## config.mk

```make
export PLATFORM = sky130hd
export DESIGN_NAME = clk_div_sched
export DESIGN_NICKNAME = d
export VERILOG_FILES = /design/src/rtl/clk_div_sched.sv
export SDC_FILE = /design/constraint.sdc
export NUM_CORES = 1
export LEC_CHECK = 0
export BUFFER_PORTS_ARGS = -buffer_cell sky130_fd_sc_hd__buf_2
export CAP_MARGIN = 25
export CORE_MARGIN = 2
export CORE_UTILIZATION = 60
export DETAILED_ROUTE_END_ITERATION = 8
export PLACE_DENSITY_LB_ADDON = 0.2
export SETUP_SLACK_MARGIN = 0.3
export SLEW_MARGIN = 20
export SYNTH_ARGS = -nofsm -noshare
export SYNTH_HDL_FRONTEND = slang
export SYNTH_SLANG_ARGS = --single-unit
```

## constraint.sdc

```tcl
create_clock -name clk -period 5.85 [get_ports clk]
set_clock_uncertainty 0.05 [all_clocks]
set_input_delay 0.8775 -clock clk [delete_from_list [all_inputs] [get_ports clk]]
set_output_delay 0.8775 -clock clk [all_outputs]
set_load 0.03 [all_outputs]
```

## src/rtl/clk_div_sched.sv

```systemverilog
// Glitch-free programmable clock divider with hitless ratio scheduling.
// Define CLK_DIV_SCHED_PERIOD_CNT_EN to add the period_cnt output.
module clk_div_sched #(
  parameter int WIDTH = 8
) (
  input  logic             clk,
  input  logic             reset,
  input  logic             div_req,
  input  logic [WIDTH-1:0] div_val,
  output logic             div_rdy,
  output logic             div_out,
  output logic             div_tick,
`ifdef CLK_DIV_SCHED_PERIOD_CNT_EN
  output logic [15:0]      period_cnt,
`endif
  output logic             busy
);

  typedef enum logic [1:0] {
    IDLE = 2'd0,
    RUN  = 2'd1,
    PEND = 2'd2
  } state_t;

  state_t           state_q, state_d;
  logic [WIDTH-1:0] cur_q, cur_d;
  logic [WIDTH-1:0] nxt_q, nxt_d;
  logic [WIDTH-1:0] cnt_q, cnt_d;
  logic             div_out_q, div_out_d;
  logic             busy_q, busy_d;
  logic [WIDTH-1:0] cur_m1;
  logic [WIDTH:0]   half_d;
  logic             last;
  logic             xfer;
  logic             load;

  assign cur_m1   = cur_q - WIDTH'(1);
  assign last     = busy_q && (cnt_q == cur_m1);
  assign div_rdy  = (state_q != PEND);
  assign xfer     = div_req && div_rdy;
  assign div_tick = last;
  assign div_out  = div_out_q;
  assign busy     = busy_q;

  always_comb begin
    state_d = state_q;
    cur_d   = cur_q;
    nxt_d   = nxt_q;
    cnt_d   = cnt_q;
    load    = 1'b0;
    unique case (state_q)
      IDLE: begin
        if (xfer && (div_val != '0)) begin
          state_d = RUN;
          cur_d   = div_val;
          cnt_d   = '0;
          load    = 1'b1;
        end
      end
      RUN: begin
        if (last) begin
          cnt_d = '0;
          if (xfer) begin
            load    = 1'b1;
            cur_d   = div_val;
            state_d = (div_val == '0) ? IDLE : RUN;
          end
        end else begin
          cnt_d = cnt_q + WIDTH'(1);
          if (xfer) begin
            nxt_d   = div_val;
            state_d = PEND;
          end
        end
      end
      PEND: begin
        if (last) begin
          cnt_d   = '0;
          load    = 1'b1;
          cur_d   = nxt_q;
          nxt_d   = '0;
          state_d = (nxt_q == '0) ? IDLE : RUN;
        end else begin
          cnt_d = cnt_q + WIDTH'(1);
        end
      end
      default: begin
        state_d = IDLE;
        cur_d   = '0;
        nxt_d   = '0;
        cnt_d   = '0;
      end
    endcase
    // Output registers look ahead at the next state so they stay glitch-free.
    busy_d    = (state_d != IDLE);
    half_d    = ({1'b0, cur_d} + (WIDTH+1)'(1)) >> 1;
    div_out_d = busy_d && ({1'b0, cnt_d} < half_d);
  end

  always_ff @(posedge clk) begin
    if (!reset) begin
      state_q   <= IDLE;
      cur_q     <= '0;
      nxt_q     <= '0;
      cnt_q     <= '0;
      div_out_q <= 1'b0;
      busy_q    <= 1'b0;
    end else begin
      state_q   <= state_d;
      cur_q     <= cur_d;
      nxt_q     <= nxt_d;
      cnt_q     <= cnt_d;
      div_out_q <= div_out_d;
      busy_q    <= busy_d;
    end
  end

`ifdef CLK_DIV_SCHED_PERIOD_CNT_EN
  logic [15:0] pcnt_q;

  assign period_cnt = pcnt_q;

  always_ff @(posedge clk) begin
    if (!reset) begin
      pcnt_q <= '0;
    end else if (load) begin
      pcnt_q <= '0;
    end else if (div_tick && (pcnt_q != 16'hFFFF)) begin
      pcnt_q <= pcnt_q + 16'd1;
    end
  end
`endif

endmodule

```

Yosys cells after proc, flatten, opt, wreduce, memory -nomap -nowiden
Cells that the tools add are included.
{"block": "totals", "ff_bits": 28, "latchBits": 0, "mem_bits_rw": 0, "romBits": 0, "inputBits": 11, "word_cells": 49, "memories": 0}
{"block": "classes", "n_addsub": 3, "mul": 0, "div_mod_pow": 0, "magnitude_cmp": 1, "eq_ne": 7, "shift": 0, "mux": 20, "bitwise": 1, "reduce_logical": 11}
{"op": "8-bit 2-to-1 mux", "n": 9}
{"op": "8-bit one-hot mux with 3 select lines", "n": 2}
{"op": "8-bit logical NOT", "n": 2}
{"op": "8-bit one-hot mux with 2 select lines", "n": 1}
{"op": "2-bit 2-to-1 mux", "n": 5}
{"op": "8-bit by 1-bit adder with 9-bit output (second input constant)", "n": 1}
{"op": "8-bit by 1-bit adder with 8-bit output (second input constant)", "n": 1}
{"op": "8-bit equality test", "n": 1}
{"op": "8-bit < comparator", "n": 1}
{"op": "2-bit inequality test (second input constant)", "n": 4}
{"op": "8-bit nonzero test", "n": 1}
{"op": "8-bit by 1-bit subtractor with 8-bit output (second input constant)", "n": 1}
{"op": "2-bit one-hot mux with 3 select lines", "n": 1}
{"op": "1-bit logical AND", "n": 4}
{"op": "4-bit AND reduction", "n": 1}
{"op": "2-bit by 1-bit equality test with 1-bit output (second input constant)", "n": 1}
{"op": "2-bit equality test (second input constant)", "n": 1}
{"op": "2-bit logical NOT", "n": 1}
{"op": "1-bit 2-to-1 mux", "n": 2}
{"op": "2-bit nonzero test", "n": 1}
{"op": "2-bit OR reduction", "n": 1}
{"op": "1-bit NOT", "n": 1}

Longest topological paths before layout
{"block": "logic_depth", "ltp_word": 8, "depth_mapped": 20, "ltp_nobuf": 18}

Worst setup path after synthesis
No wires, ideal clock.
{"block": "synth_path", "path_type": "register -> register", "startpoint": "register cur_q[0]", "endpoint": "register div_out_q (netlist: div_out)", "setup_ns": 0.059, "arrival_ns": 4.063, "required_ns": 5.741, "path_slack_ns": 1.678, "stages_incl_launch_ff": 20, "n_path_buf": 2, "cell_sequence": "dfxtp_1 > buf_2 > inv_1 > ha_1 > buf_6 > o21bai_1 > a2111oi_2 > a311oi_1 > a2111oi_4 > o22ai_2 > a222oi_1 > nor2_1 > ha_1 > and4_1 > o21ai_1 > ha_1 > a21o_1 > a21o_1 > a21oi_1 > o311a_1"}
{"block": "synth_via", "elab_chain_cells": 8, "word_cells_on_any_way": 17, "cone_classes": "add/sub: 2; order compare: 1; eq/ne: 1; mux: 10; reduce/logical: 3"}
{"item": "from (decl)", "line": "26", "source": "logic [WIDTH-1:0] cur_q, cur_d;"}
{"item": "from (signal assigned)", "line": "110", "source": "cur_q <= cur_d;"}
{"item": "8-bit by 1-bit subtractor with 8-bit output", "line": "37", "source": "assign cur_m1 = cur_q - WIDTH'(1);"}
{"item": "8-bit equality test", "line": "38", "source": "assign last = busy_q && (cnt_q == cur_m1);"}
{"item": "1-bit logical AND", "line": "38"}
{"item": "8-bit 2-to-1 mux, on equally long branches", "line": "77, 61"}
{"item": "8-bit one-hot mux with 3 select lines (*)", "line": "51", "source": "unique case (state_q)"}
{"item": "named net cur_d[0]", "line": "26"}
{"item": "8-bit by 1-bit adder with 9-bit output (*)", "line": "96", "source": "half_d = ({1'b0, cur_d} + (WIDTH+1)'(1)) >> 1;"}
{"item": "8-bit < comparator (*)", "line": "97", "source": "div_out_d = busy_d && ({1'b0, cnt_d} < half_d);"}
{"item": "1-bit logical AND (*)", "line": "97"}
{"item": "to (signal assigned)", "line": "113", "source": "div_out_q <= div_out_d;"}
{"item": "to (decl)", "line": "29", "source": "logic div_out_q, div_out_d;"}
The timed path passes the listed nets; every way through them passes the cells marked *.
A chain may end at the register's enable or synchronous reset.

Final worst setup path
Same ends and word-level chain as after synthesis.

==> run summary <==
Post-Syn Area: 0.00200 sq mm
Fillers: 286
maximum clock frequency: 219 MHz
outcome: finished clean
PwrDens: 231 mW/mm^2
Mapped Nets: 271
cts repair resizes: 0
synth top area cells: dfxtp_1 (28%), ha_1 (8.7%), nor2_1 (5.1%)
DR pass1 iterations: 5
Worst-path clk slew: 0.16 ns
Sw Share: 0.368
Avg WL per Cell: 15.4 um
Slew Limit Fails: 0
register area share after synthesis: 0.280
Min-Delay Path Class: reg2reg
Die Area: 0.00382 sq mm
count leader, synth: dfxtp_1
Final min period: 4.58 ns
worst-path cell chain: inv_1 -> ha_1 -> o21bai_1 -> a2111oi_2 -> a311oi_1 -> a2111oi_4 -> buf_4 -> o22ai_2 -> a222oi_1 -> nor2_1 -> ha_1 -> and4_1 -> o21ai_1 -> ha_1 -> a21o_1 -> a21o_1 -> a21oi_1 -> o311a_1
crit path max-delay cell type: a222oi_1
Synth area leader: dfxtp_1
# H-tree levels: 1
number of synthesized flops with an enable pin: 0
Combinational Power Share: 0.355
Worst-Skew Late Latency: 0.34 ns
GR Util All Layers: 0.280
clk buf depth: 2
Critical Path Source Type: flip-flop
top_reg_cell synth: dfxtp_1
Layout area overhead: 6.50%
Hold WS: 0.525 ns
final setup fails: 0
Post-Synth Adder-Cell Area: 0.0874
multi-input logic area: 0.00136 sq mm
first-pass GRT wire length: 7.82 mm
initial antenna violation count: 0
Hold Path Origin: nxt_q[5]$_SDFFE_PN0P_
Synth Instances: 246
worst setup margin: 1.27 ns
Synth Area in Compound Gates: 0.260
XOR/XNOR share of the synthesized area: 0.0612
crit path launch: cur_q[0]$_SDFF_PN0_
DRC viols: 0
Post-synth top cells: dfxtp_1 (28), nor2_1 (27), a21oi_1 (17)
GRT overflow: 0
Clock power frac: 0.198
vias per cell: 6.17
final core area utilization: 0.688
Slew @ Worst Pin: 0.862 ns
Critical Path RT: 6.09 ns
Seq. cell area: 561 sq um
DPL Wire Length: 3.64 mm
DR vias: 1857
Hold-fix buffers, CTS: 0
post-route setup TNS: 0 ns
RePlAce Congestion: 0.923
Bufs and invs on worst path: 2
I/O pin cnt: 15
Crit path largest cell delay: 0.60 ns
number of port buffers: 14
starting density of the core: 0.646
fin nets: 283
Worst path top cell family by delay: compound AO/OA/AOI/OAI gates
CTS tree: built
CP Capture Type: flip-flop
CP Class: reg2reg
Synth Area in Simple Gates: 0.272
chip width: 61.8 um
Post-CTS Setup Inserts: 0
WP data arrival: 4.82 ns
Antenna diodes: 0
Psw: 181 uW
register bit total from synthesis: 28
most frequent CP cell: ha_1
vias in the first global route: 1697
mux cell area share after synthesis: 0
internal power of the cells: 311 uW
maxcap violations: 0
die span in y: 61.8 um
Slew headroom: 0.421
CTS Buf Count: 3
Seq pwr share: 0.447
Distinct cells, synth: 46
Peak VDD IR: 0.165 mV
row cnt: 20
Reg2Reg Launch Point: cur_q[0]$_SDFF_PN0_
combinational family with the most area after synthesis: simple AND/OR/NAND/NOR gates
1st-iter DRT viols: 113
CTS Root Buffer Type: clkbuf_4
share of cells above drive strength 1: 0.0973
Final ANT Viol Nets: 0
Crit Path Max Fanout: 18
synth warn: 0
drt total wl: 4.64 mm
Post-Place Worst Slack: 1.33 ns
Clock Sinks: 28
Core Area: 0.00310 sq mm
post-synth top area share: 0.280
largest net degree at the start of global routing: 19
post-synthesis async set-or-reset flop share: 0
P_leak: 0.875 nW
Hold Vio Cnt, Final: 0
Final period util: 0.782
RSZ-0062 raised after global routing: false
Syn Area/Cell: 8.14 sq um
==> placed cells by master (no fill, tap or decap), types with 2 or more instances in the layout <==
| cell type | n |
|---|---|
| buf_2 | 14 |
| xor2_1 | 7 |
| nand3_1 | 3 |
| and3_1 | 4 |
| a22o_1 | 7 |
| a21oi_1 | 17 |
| o21ai_0 | 10 |
| a21o_1 | 4 |
| nor2b_1 | 12 |
| nand2b_1 | 6 |
| a22oi_1 | 10 |
| nor2_1 | 27 |
| nand4_1 | 5 |
| dfxtp_1 | 28 |
| nor3_1 | 8 |
| ha_1 | 14 |
| o21ai_1 | 3 |
| a222oi_1 | 3 |
| clkbuf_4 | 3 |
| and2_1 | 9 |
| a31oi_1 | 3 |
| nand3b_1 | 4 |
| inv_1 | 11 |
| xnor2_1 | 7 |
| and4_1 | 2 |
| nand2_1 | 11 |
| o211ai_1 | 2 |
| nor4_1 | 4 |
==> cell families after synthesis <==
family                   count (synthesis)
adder cells (fa/ha/maj)                 14
XOR/XNOR                                14
AND/OR/NAND/NOR                        100
flip-flops                              28
buffers and inverters                   19
AO/OA/AOI/OAI                           71
==> worst register-to-register path: stages (launching register included) <==
cell	delay [ns]
dfxtp_1	0.51
inv_1	0.08
ha_1	0.30
o21bai_1	0.20
a2111oi_2	0.38
a311oi_1	0.13
a2111oi_4	0.30
buf_4	0.26
o22ai_2	0.17
a222oi_1	0.60
nor2_1	0.09
ha_1	0.28
and4_1	0.17
o21ai_1	0.13
ha_1	0.26
a21o_1	0.16
a21o_1	0.17
a21oi_1	0.14
o311a_1	0.16
==> sequential cells by signal, summed over array words and instances, names as in the netlist <==
register  cells
busy          1
cnt_q         8
cur_q         8
div_out       1
nxt_q         8
state_q       2
==> layout make-up <==
cell class | instances | area share
multi-input combinational | 199 | 0.639
clock buffer | 4 | 0.0170
sequential | 28 | 0.263
inverter | 11 | 0.0194
timing repair buffer | 15 | 0.0364
tap | 44 | 0.0258
==> metal layers <==
metal,GRT usage,vias up,part of all wire
met4,0.109,0,0.017
met2,0.439,51,0.45
li1,-,924,-
met5,0,-,0
met1,0.385,875,0.47
met3,0.0476,7,0.060
==> metrics by stage <==
| step | cells | power (mW) | instance area (sq um) |
|---|---|---|---|
| 2_1_floorplan | 246 | 0.357 | 2000 |
| 4_1_cts | 301 | 0.494 | 2130 |
| 3_3_place_gp | 297 | 0.395 | 2100 |
| 3_5_place_dp | 297 | 0.398 | 2100 |
| 5_1_grt | 301 | 0.523 | 2130 |
| 6_report | 301 | 0.492 | 2130 |
==> power by group through the flow <==
stage | Clock, mW | Combinational, mW | Sequential [mW]
after floorplan | 0 | 0.132 | 0.225
after global placement | 0 | 0.171 | 0.224
after detailed placement | 0 | 0.174 | 0.224
after CTS | 0.0994 | 0.174 | 0.220
after global routing | 0.106 | 0.194 | 0.222
final | 0.0973 | 0.175 | 0.220
==> final timing paths <==
| kind | slack (ns) | depth (start not counted) | to |
|---|---|---|---|
| max | 1.27 | 18 | div_out$_SDFF_PN0_ |
| min reg2reg | 0.52 | 2 | nxt_q[5]$_SDFFE_PN0P_ |
| min | 0.52 | 2 | nxt_q[5]$_SDFFE_PN0P_ |
| max reg2reg | 1.27 | 18 | div_out$_SDFF_PN0_ |
Power figures use the tool's default switching activity.
